### src/rtl/fir_pkg.sv
// fir_pkg: shared widths, FSM state encoding and reset coefficients for the multi-channel FIR engine.
package fir_pkg;

    localparam int CH    = 4;
    localparam int TAPS  = 4;
    localparam int DW    = 8;
    localparam int CW    = 8;
    localparam int ACCW  = 18;
    localparam int SHIFT = 8;
    localparam int CHW   = (CH > 1) ? $clog2(CH) : 1;
    localparam int TW    = (TAPS > 1) ? $clog2(TAPS) : 1;

    typedef enum logic [1:0] {IDLE, MAC, OUT} state_t;

    function automatic logic [CW-1:0] default_coeff(input int k);
        return (k == 0) ? CW'(17) :
               (k == 1) ? CW'(13) :
               (k == 2) ? CW'(47) :
               (k == 3) ? CW'(48) : '0;
    endfunction

endpackage

### src/rtl/rr_arbiter.sv
// rr_arbiter: combinational round-robin grant, searching upward from ptr and wrapping.
module rr_arbiter
    import fir_pkg::*;
(
    input  logic [CH-1:0]  req,
    input  logic [CHW-1:0] ptr,
    output logic [CH-1:0]  grant,
    output logic [CHW-1:0] idx
);

    logic [CHW-1:0] c;

    // Scan from farthest to nearest so the closest requester to ptr wins.
    always_comb begin
        grant = '0;
        idx   = '0;
        c     = '0;
        for (int i = CH - 1; i >= 0; i--) begin
            c = CHW'((int'(ptr) + i) % CH);
            if (req[c]) begin
                grant    = '0;
                grant[c] = 1'b1;
                idx      = c;
            end
        end
    end

endmodule

### src/rtl/fir_mc_scheduler.sv
// fir_mc_scheduler: CH sample streams share one MAC datapath; per-channel delay lines,
// shared coefficient table writable only while idle.
module fir_mc_scheduler
    import fir_pkg::*;
(
    input  logic               clk,
    input  logic               rst,
    input  logic [CH-1:0]      s_valid,
    input  logic [CH*DW-1:0]   s_data,
    output logic [CH-1:0]      s_ready,
    output logic               m_valid,
    output logic [DW-1:0]      m_data,
    output logic [CHW-1:0]     m_chan,
    input  logic               m_ready,
    input  logic               cfg_we,
    input  logic [TW-1:0]      cfg_addr,
    input  logic [CW-1:0]      cfg_data,
    output logic               cfg_ready
);

    state_t                 state, state_d;
    logic [DW-1:0]          hist [CH][TAPS];
    logic [CW-1:0]          coeff [TAPS];
    logic [CH-1:0][DW-1:0]  lanes;
    logic [ACCW-1:0]        acc, acc_d, shifted;
    logic [DW+CW-1:0]       prod;
    logic [TW-1:0]          tap;
    logic [CHW-1:0]         chan, rr, gidx;
    logic [CH-1:0]          grant;
    logic                   take, last;

    rr_arbiter u_arb (
        .req   (s_valid),
        .ptr   (rr),
        .grant (grant),
        .idx   (gidx)
    );

    assign lanes     = s_data;
    assign s_ready   = (state == IDLE && rst) ? grant : '0;
    assign take      = |s_ready;
    assign cfg_ready = state == IDLE;
    assign m_valid   = state == OUT;
    assign m_chan    = chan;
    assign prod      = hist[chan][tap] * coeff[tap];
    assign acc_d     = acc + ACCW'(prod);
    assign shifted   = acc_d >> SHIFT;
    assign last      = tap == TW'(TAPS - 1);

    always_comb begin
        state_d = state;
        case (state)
            IDLE:    if (take) state_d = MAC;
            MAC:     if (last) state_d = OUT;
            OUT:     if (m_ready) state_d = IDLE;
            default: state_d = IDLE;
        endcase
    end

    always_ff @(posedge clk or negedge rst) begin
        if (!rst)
            state <= IDLE;
        else
            state <= state_d;
    end

    always_ff @(posedge clk or negedge rst) begin
        if (!rst) begin
            for (int i = 0; i < CH; i++)
                for (int k = 0; k < TAPS; k++)
                    hist[i][k] <= '0;
            for (int k = 0; k < TAPS; k++)
                coeff[k] <= default_coeff(k);
            acc    <= '0;
            tap    <= '0;
            chan   <= '0;
            rr     <= '0;
            m_data <= '0;
        end else begin
            // A same-cycle write lands before the MAC starts, so the new sample sees it.
            if (cfg_ready && cfg_we)
                coeff[cfg_addr] <= cfg_data;
            if (take) begin
                hist[gidx][0] <= lanes[gidx];
                for (int k = 1; k < TAPS; k++)
                    hist[gidx][k] <= hist[gidx][k-1];
                acc  <= '0;
                tap  <= '0;
                chan <= gidx;
            end
            if (state == MAC) begin
                acc <= acc_d;
                tap <= tap + 1'b1;
                if (last)
                    m_data <= (|shifted[ACCW-1:DW]) ? '1 : shifted[DW-1:0];
            end
            if (state == OUT && m_ready)
                rr <= (chan == CHW'(CH - 1)) ? '0 : chan + 1'b1;
        end
    end

endmodule

### config.mk
export PLATFORM = sky130hd
export DESIGN_NAME = fir_mc_scheduler
export DESIGN_NICKNAME = d
export VERILOG_FILES = /design/src/rtl/fir_pkg.sv /design/src/rtl/rr_arbiter.sv /design/src/rtl/fir_mc_scheduler.sv
export SDC_FILE = /design/constraint.sdc
export NUM_CORES = 1
export LEC_CHECK = 0
export BUFFER_PORTS_ARGS = -buffer_cell sky130_fd_sc_hd__clkbuf_2
export CORE_ASPECT_RATIO = 1.5
export CORE_MARGIN = 1.5
export CORE_UTILIZATION = 54
export DETAILED_ROUTE_END_ITERATION = 16
export PLACE_DENSITY = 0.75
export SLEW_MARGIN = 25
export SYNTH_ARGS = -nofsm -noshare
export SYNTH_HDL_FRONTEND = slang
export SYNTH_SLANG_ARGS = --single-unit
### constraint.sdc
create_clock -name clk -period 20.7 [get_ports clk]
set_input_delay 2.07 -clock clk [delete_from_list [all_inputs] [get_ports clk]]
set_output_delay 2.07 -clock clk [all_outputs]
set_load 0.05 [all_outputs]
# Yosys cells after proc, flatten, opt, wreduce, memory -nomap -nowiden
# Cells that the tools add are included.
# classes
magnitude_cmp,15
bitwise_logic,4
mux,64
n_addsub,6
eq_ne,7
mul,1
n_reduce_logical,15
# op_table
cell,count
$bwmux 128,4
$demux 32 s2,4
$mux 32,5
$bmux 32 s2,2
$mux 8,8
$bmux 8 s2,3
$mux 18,2
$bwmux 32,1
$mux 24,1
$mux 2,10
$mux 4,5
$add 18x16->18,1
$demux 8 s2,1
$mul 8x8->16,1
$mux 16,1
$lt 2x3->1 const B,5
$ge 3x3->1 const B,4
$not 2->3,4
$logic_and 1x1->1,9
$bmux 1 s2,4
$demux 1 s2,4
$ge 2x1->1 const B,4
$mux 1,8
$add 2x1->2 const B,3
13 further kinds,18
# totals
output_inout_bits,16
wordCells,138
input_bits,50
reg_bits,194

# Logic depth before layout (Yosys ltp)
# logic_depth
ltp_word,16
depth_mapped,22
mapped_depth_nobuf,20

# Hierarchy
# Synthesis repeated with hierarchy kept, for this count alone.
# unflattened
cells_unflattened,933
area_unflattened_um2,11756.3
# modules_own_cells
module,seq_area_each_um2,cells_each,area_per_inst_um2,instances
fir_mc_scheduler,4869.7,867,11264.6,1
rr_arbiter,0.0,66,491.7,1

# Worst setup path after synthesis
# OpenSTA, ideal clock, no wires.
# synth_path
path_kind,flip-flop to flip-flop
startpoint,reg chan[0] (netlist: m_chan[0])
endpoint,reg m_data[0]
t_required_ns,20.542
slack_ns,13.415
stages_incl_launch_ff,21
period_less_slack_ns,7.285
arrival_time_ns,7.127
cell_sequence,dfrtp_1 -> clkbuf_1 -> buf_1 -> mux4_2 -> mux4_2 -> and2_1 -> fa_1 -> fa_1 -> inv_1 -> fa_1 -> fa_1 -> inv_1 -> ha_1 -> clkbuf_1 -> a21oi_1 -> o21ai_0 -> or3_1 -> o221ai_1 -> nor3b_1 -> nor4_1 -> a31oi_1
# synth_between
elab_chain_cells,11
# synth_rtl
element,line,source
start: declaration,fir_mc_scheduler.sv:28,"logic [CHW-1:0] chan, rr, gidx;"
start signal: assignment,fir_mc_scheduler.sv:89,chan <= gidx;
$not 2->3 (not written as such) *,fir_mc_scheduler.sv:45,assign prod = hist[chan][tap] * coeff[tap];
$bmux 32 s2 *,fir_mc_scheduler.sv:45,
$mux 32 (not written as such) * (2 in series),fir_mc_scheduler.sv:45,
$bmux 8 s2 *,fir_mc_scheduler.sv:45,
$mux 8 (not written as such) * (2 in series),fir_mc_scheduler.sv:45,
$mul 8x8->16 *,fir_mc_scheduler.sv:45,
$add 18x16->18 *,fir_mc_scheduler.sv:46,assign acc_d = acc + ACCW'(prod);
$reduce_or 2->1,fir_mc_scheduler.sv:95,m_data <= (|shifted[ACCW-1:DW]) ? '1 : shifted[DW-1:0];
$mux 8 *,fir_mc_scheduler.sv:95,
end signal: assignment,fir_mc_scheduler.sv:95,
end: declaration,fir_mc_scheduler.sv:12,"output logic [DW-1:0] m_data,"
# Mark *: on every way between the ends. The rest lies on a longest branch, timed or not. The select of a mux whose other input is x is not followed.
# A chain may end at the register's enable or synchronous reset.

# Final worst setup path
# layout_path
startpoint,reg chan[0] (netlist: m_chan[0])
endpoint,reg m_data[1]
# The elaborated chain is that of the path after synthesis.

==> summary.md <==
| Metric | Value |
|---|---|
| Status | `finished, final reports clean` |
| DR iter-0 viols | `about 280` |
| Final hold vios | `0` |
| Met1 GRT Util | `0.277` |
| Vias in the first global route | `7,760` |
| Pins Over Slew Limit | `0` |
| DRT Pass-1 Iters | `5` |
| Final wirelength | `23.4 mm` |
| Core ar. | `21,100 sq um` |
| GRT overflow | `0` |
| CTS Buf Count | `17` |
| Commonest non-fill, non-tap cell in the layout | `dfrtp_1` |
| Achievable frequency | `144 MHz` |
| Antenna viol nets, final | `0` |
| Met3 Resource Use GR | `0.0336` |
| WL/cell | `18.6 um` |
| Pin count of the biggest net entering global routing | `roughly 120` |
| TritonCTS clock tree | `done` |
| Via count of the routed design | `a little over 7,000` |
| M2 GR Usage | `0.400` |
| Worst-case clock skew | `0.00925 ns` |
| Worst r2r src | `m_chan[0]` |
| Least-Margin Pin Slew | `0.994 ns` |
| Placer's final routability congestion estimate | `0.839` |
| CP Max Fanout | `28` |
| Total die area | `22,600 sq um` |
| Number of antenna violations at the first check in global routing | `1` |
| Synth Instances | `924` |
| Hold WS | `0.502 ns` |
| Unrepaired setup endpoints after global routing | `no` |
| FFs w/ async S/R, synth | `1.00` |
| Layout cells sized above 1 | `0.331` |
| Resize count post-CTS | `0` |
| Via density | `5.72` |
| Synth Flop Type | `dfrtp_1` |
| Hold Path Depth | `1` |
| TritonCTS Sinks | `194` |
| DRC Markers | `0` |
| Final period utilization | `0.335` |
| Hold Crit Class | `flip-flop to flip-flop` |
| CTS Buffer Depth | `2` |
| Syn nets | `1,073` |
| Nets@finish | `between 1,000 and 1,500` |
| CP Data Arrival Time | `7.23 ns` |
| Starting Density | `0.554` |
| Req. time, crit path | `20.99 ns` |
| Number of synthesized register bits | `roughly 190` |
| Worst Setup Path Type | `flip-flop to flip-flop` |
| R2R cell count | `18` |
| HP Start | `coeff[27]` |
| IO buf count | `65` |
| Max-cap violations | `0` |
| Gr busiest metal | `met2` |
| Reg2reg end | `m_data[1]` |
| Clock latency on the worst-skew pair | `about 0.45 ns` |
| Syn-to-layout area delta | `9.22%` |
| Cell Area, Synth | `~12,000 sq um` |
| CP Capture Type | `flip-flop` |
| Total GRT Usage | `0.228` |
| CP startpoint kind | `flip-flop` |
| Post-synth EDFFs | `0` |
| # setup viols final | `0` |
| Slew margin rel. | `0.336` |
| DIE WIDTH | `123 um` |
| Mapped Avg Cell Area | `~13 sq um` |
| Most frequent cells in the layout | `dfrtp_1 (181), mux2_2 (148), inv_1 (106), nand2_1 (66), clkbuf_2 (64)` |
| Setup_tns | `0 ns` |
| Hold_buf cts | `0` |
| R2R Setup Slk | `13.76 ns` |
| Htree depth | `4` |
| Yosys warning total | `0` |
| Reg clk slew, reported paths | `0.07 ns` |
| Setup crit start | `m_chan[0]` |
| Root buffer cell | `clkbuf_16` |
| Post-synthesis sequential area ratio | `0.416` |
| Die Y | `183 um` |
| Ports | `66` |
| Hold Crit Endpoint | `coeff[27]` |
| First-pass GRT wire length | `~39 mm` |
| # rows | `65` |
| Synth cell types | `49` |
| Post-detail-place hpwl | `17.0 mm` |
| Fin crit period | `between 6 and 7 ns` |
| Post-CTS Setup Repair Bufs | `0` |
cell families after synthesis:
kind of cell,Yosys count,synth area share
buffers and inverters,146,0.0547
XOR/XNOR,13,0.00973
AND/OR/NAND/NOR,161,0.0710
flip-flops,194,0.416
AO/OA/AOI/OAI,88,0.0469
multiplexers,223,0.264
adder cells (fa/ha/maj),99,0.138
state kept, by name, indices dropped and copies added (netlist names):
| name | cells |
|---|---|
| m_data | 8 |
| state | 2 |
| rr | 2 |
| acc | 18 |
| m_chan | 2 |
| tap | 2 |
| hist | 128 |
| coeff | 32 |
cells in the mapped netlist, types with 2 or more instances:
cell	n	area share
mux2i_1	6	0.0051
nand2b_1	6	0.0032
xor2_1	8	0.0060
nand2_1	66	0.021
ha_1	49	0.052
a211oi_1	4	0.0026
o21ai_0	14	0.0060
nor3_1	4	0.0017
nor3b_1	3	0.0019
buf_6	11	0.011
nand3b_1	2	0.0013
o22ai_1	15	0.0080
inv_1	106	0.034
xnor2_1	5	0.0037
nand4_1	3	0.0016
a21oi_1	21	0.0090
buf_1	5	0.0016
a31oi_1	10	0.0053
mux2_1	17	0.016
o21a_1	3	0.0019
mux2_2	148	0.14
fa_1	50	0.085
a221oi_1	2	0.0015
nor2b_1	2	0.0011
dfstp_2	12	0.027
a21o_1	4	0.0026
dfrtp_1	182	0.39
clkbuf_1	16	0.0051
and2_1	42	0.022
nor2_1	18	0.0058
buf_2	8	0.0034
mux4_2	52	0.10
nor3b_4	2	0.0032
o31ai_1	7	0.0045
nand3_1	7	0.0030
per-stage QoR:
stage / worst slack, ns / area, sq um / utilization / instances
final: 13.76 / 12800 / 0.605 / 1260
after detailed placement: 13.45 / 12200 / 0.578 / 1227
after global placement: 13.69 / 12200 / 0.578 / 1227
after floorplan: 13.42 / 11700 / - / 924
after CTS: 13.41 / 12800 / 0.604 / 1259
after global routing: 13.30 / 12800 / 0.605 / 1260
cell type report:
type | count | area, sq um
Tap cell | 268 | 335
Sequential cell | 194 | 4870
Clock inverter | 14 | 118
Antenna cell | 1 | 2.50
Inverter | 106 | 398
Clock buffer | 18 | 439
Multi-Input combinational cell | 584 | 6210
Fill cell | 1732 | 8360
Timing Repair Buffer | 75 | 413
worst max-delay path, cell delays in order (launching register included):
cell and delay (ns):
dfrtp_2 0.50, buf_4 0.51, mux4_2 0.60, mux4_2 0.58, and2_1 0.23, fa_1 0.50
fa_1 0.54, inv_1 0.05, fa_1 0.50, fa_1 0.55, inv_1 0.04, ha_1 0.38
a21oi_1 0.16, o21ai_0 0.14, or3_1 0.33, o221ai_1 0.26, nor3b_1 0.12, nor4_2 0.58
a31oi_1 0.19
worst max-delay path by stage:
stage	to	slack (ns)	depth (start not counted)
after detailed placement	m_data[1]	13.45	18
after global placement	m_data[1]	13.69	18
after global routing	m_data[1]	13.30	18
final	m_data[1]	13.76	18
after CTS	m_data[1]	13.41	18
after floorplan	m_data[0]	13.42	20
per-layer routing:
metal  share of wire  routed length (um)
met1            0.40                9460
met2            0.54               12700
met3           0.023                 537
met4           0.031                 731
met5               0                   0
Power is not shown: default switching activity piles up to over one toggle a cycle in this logic, so the estimate is an artifact.
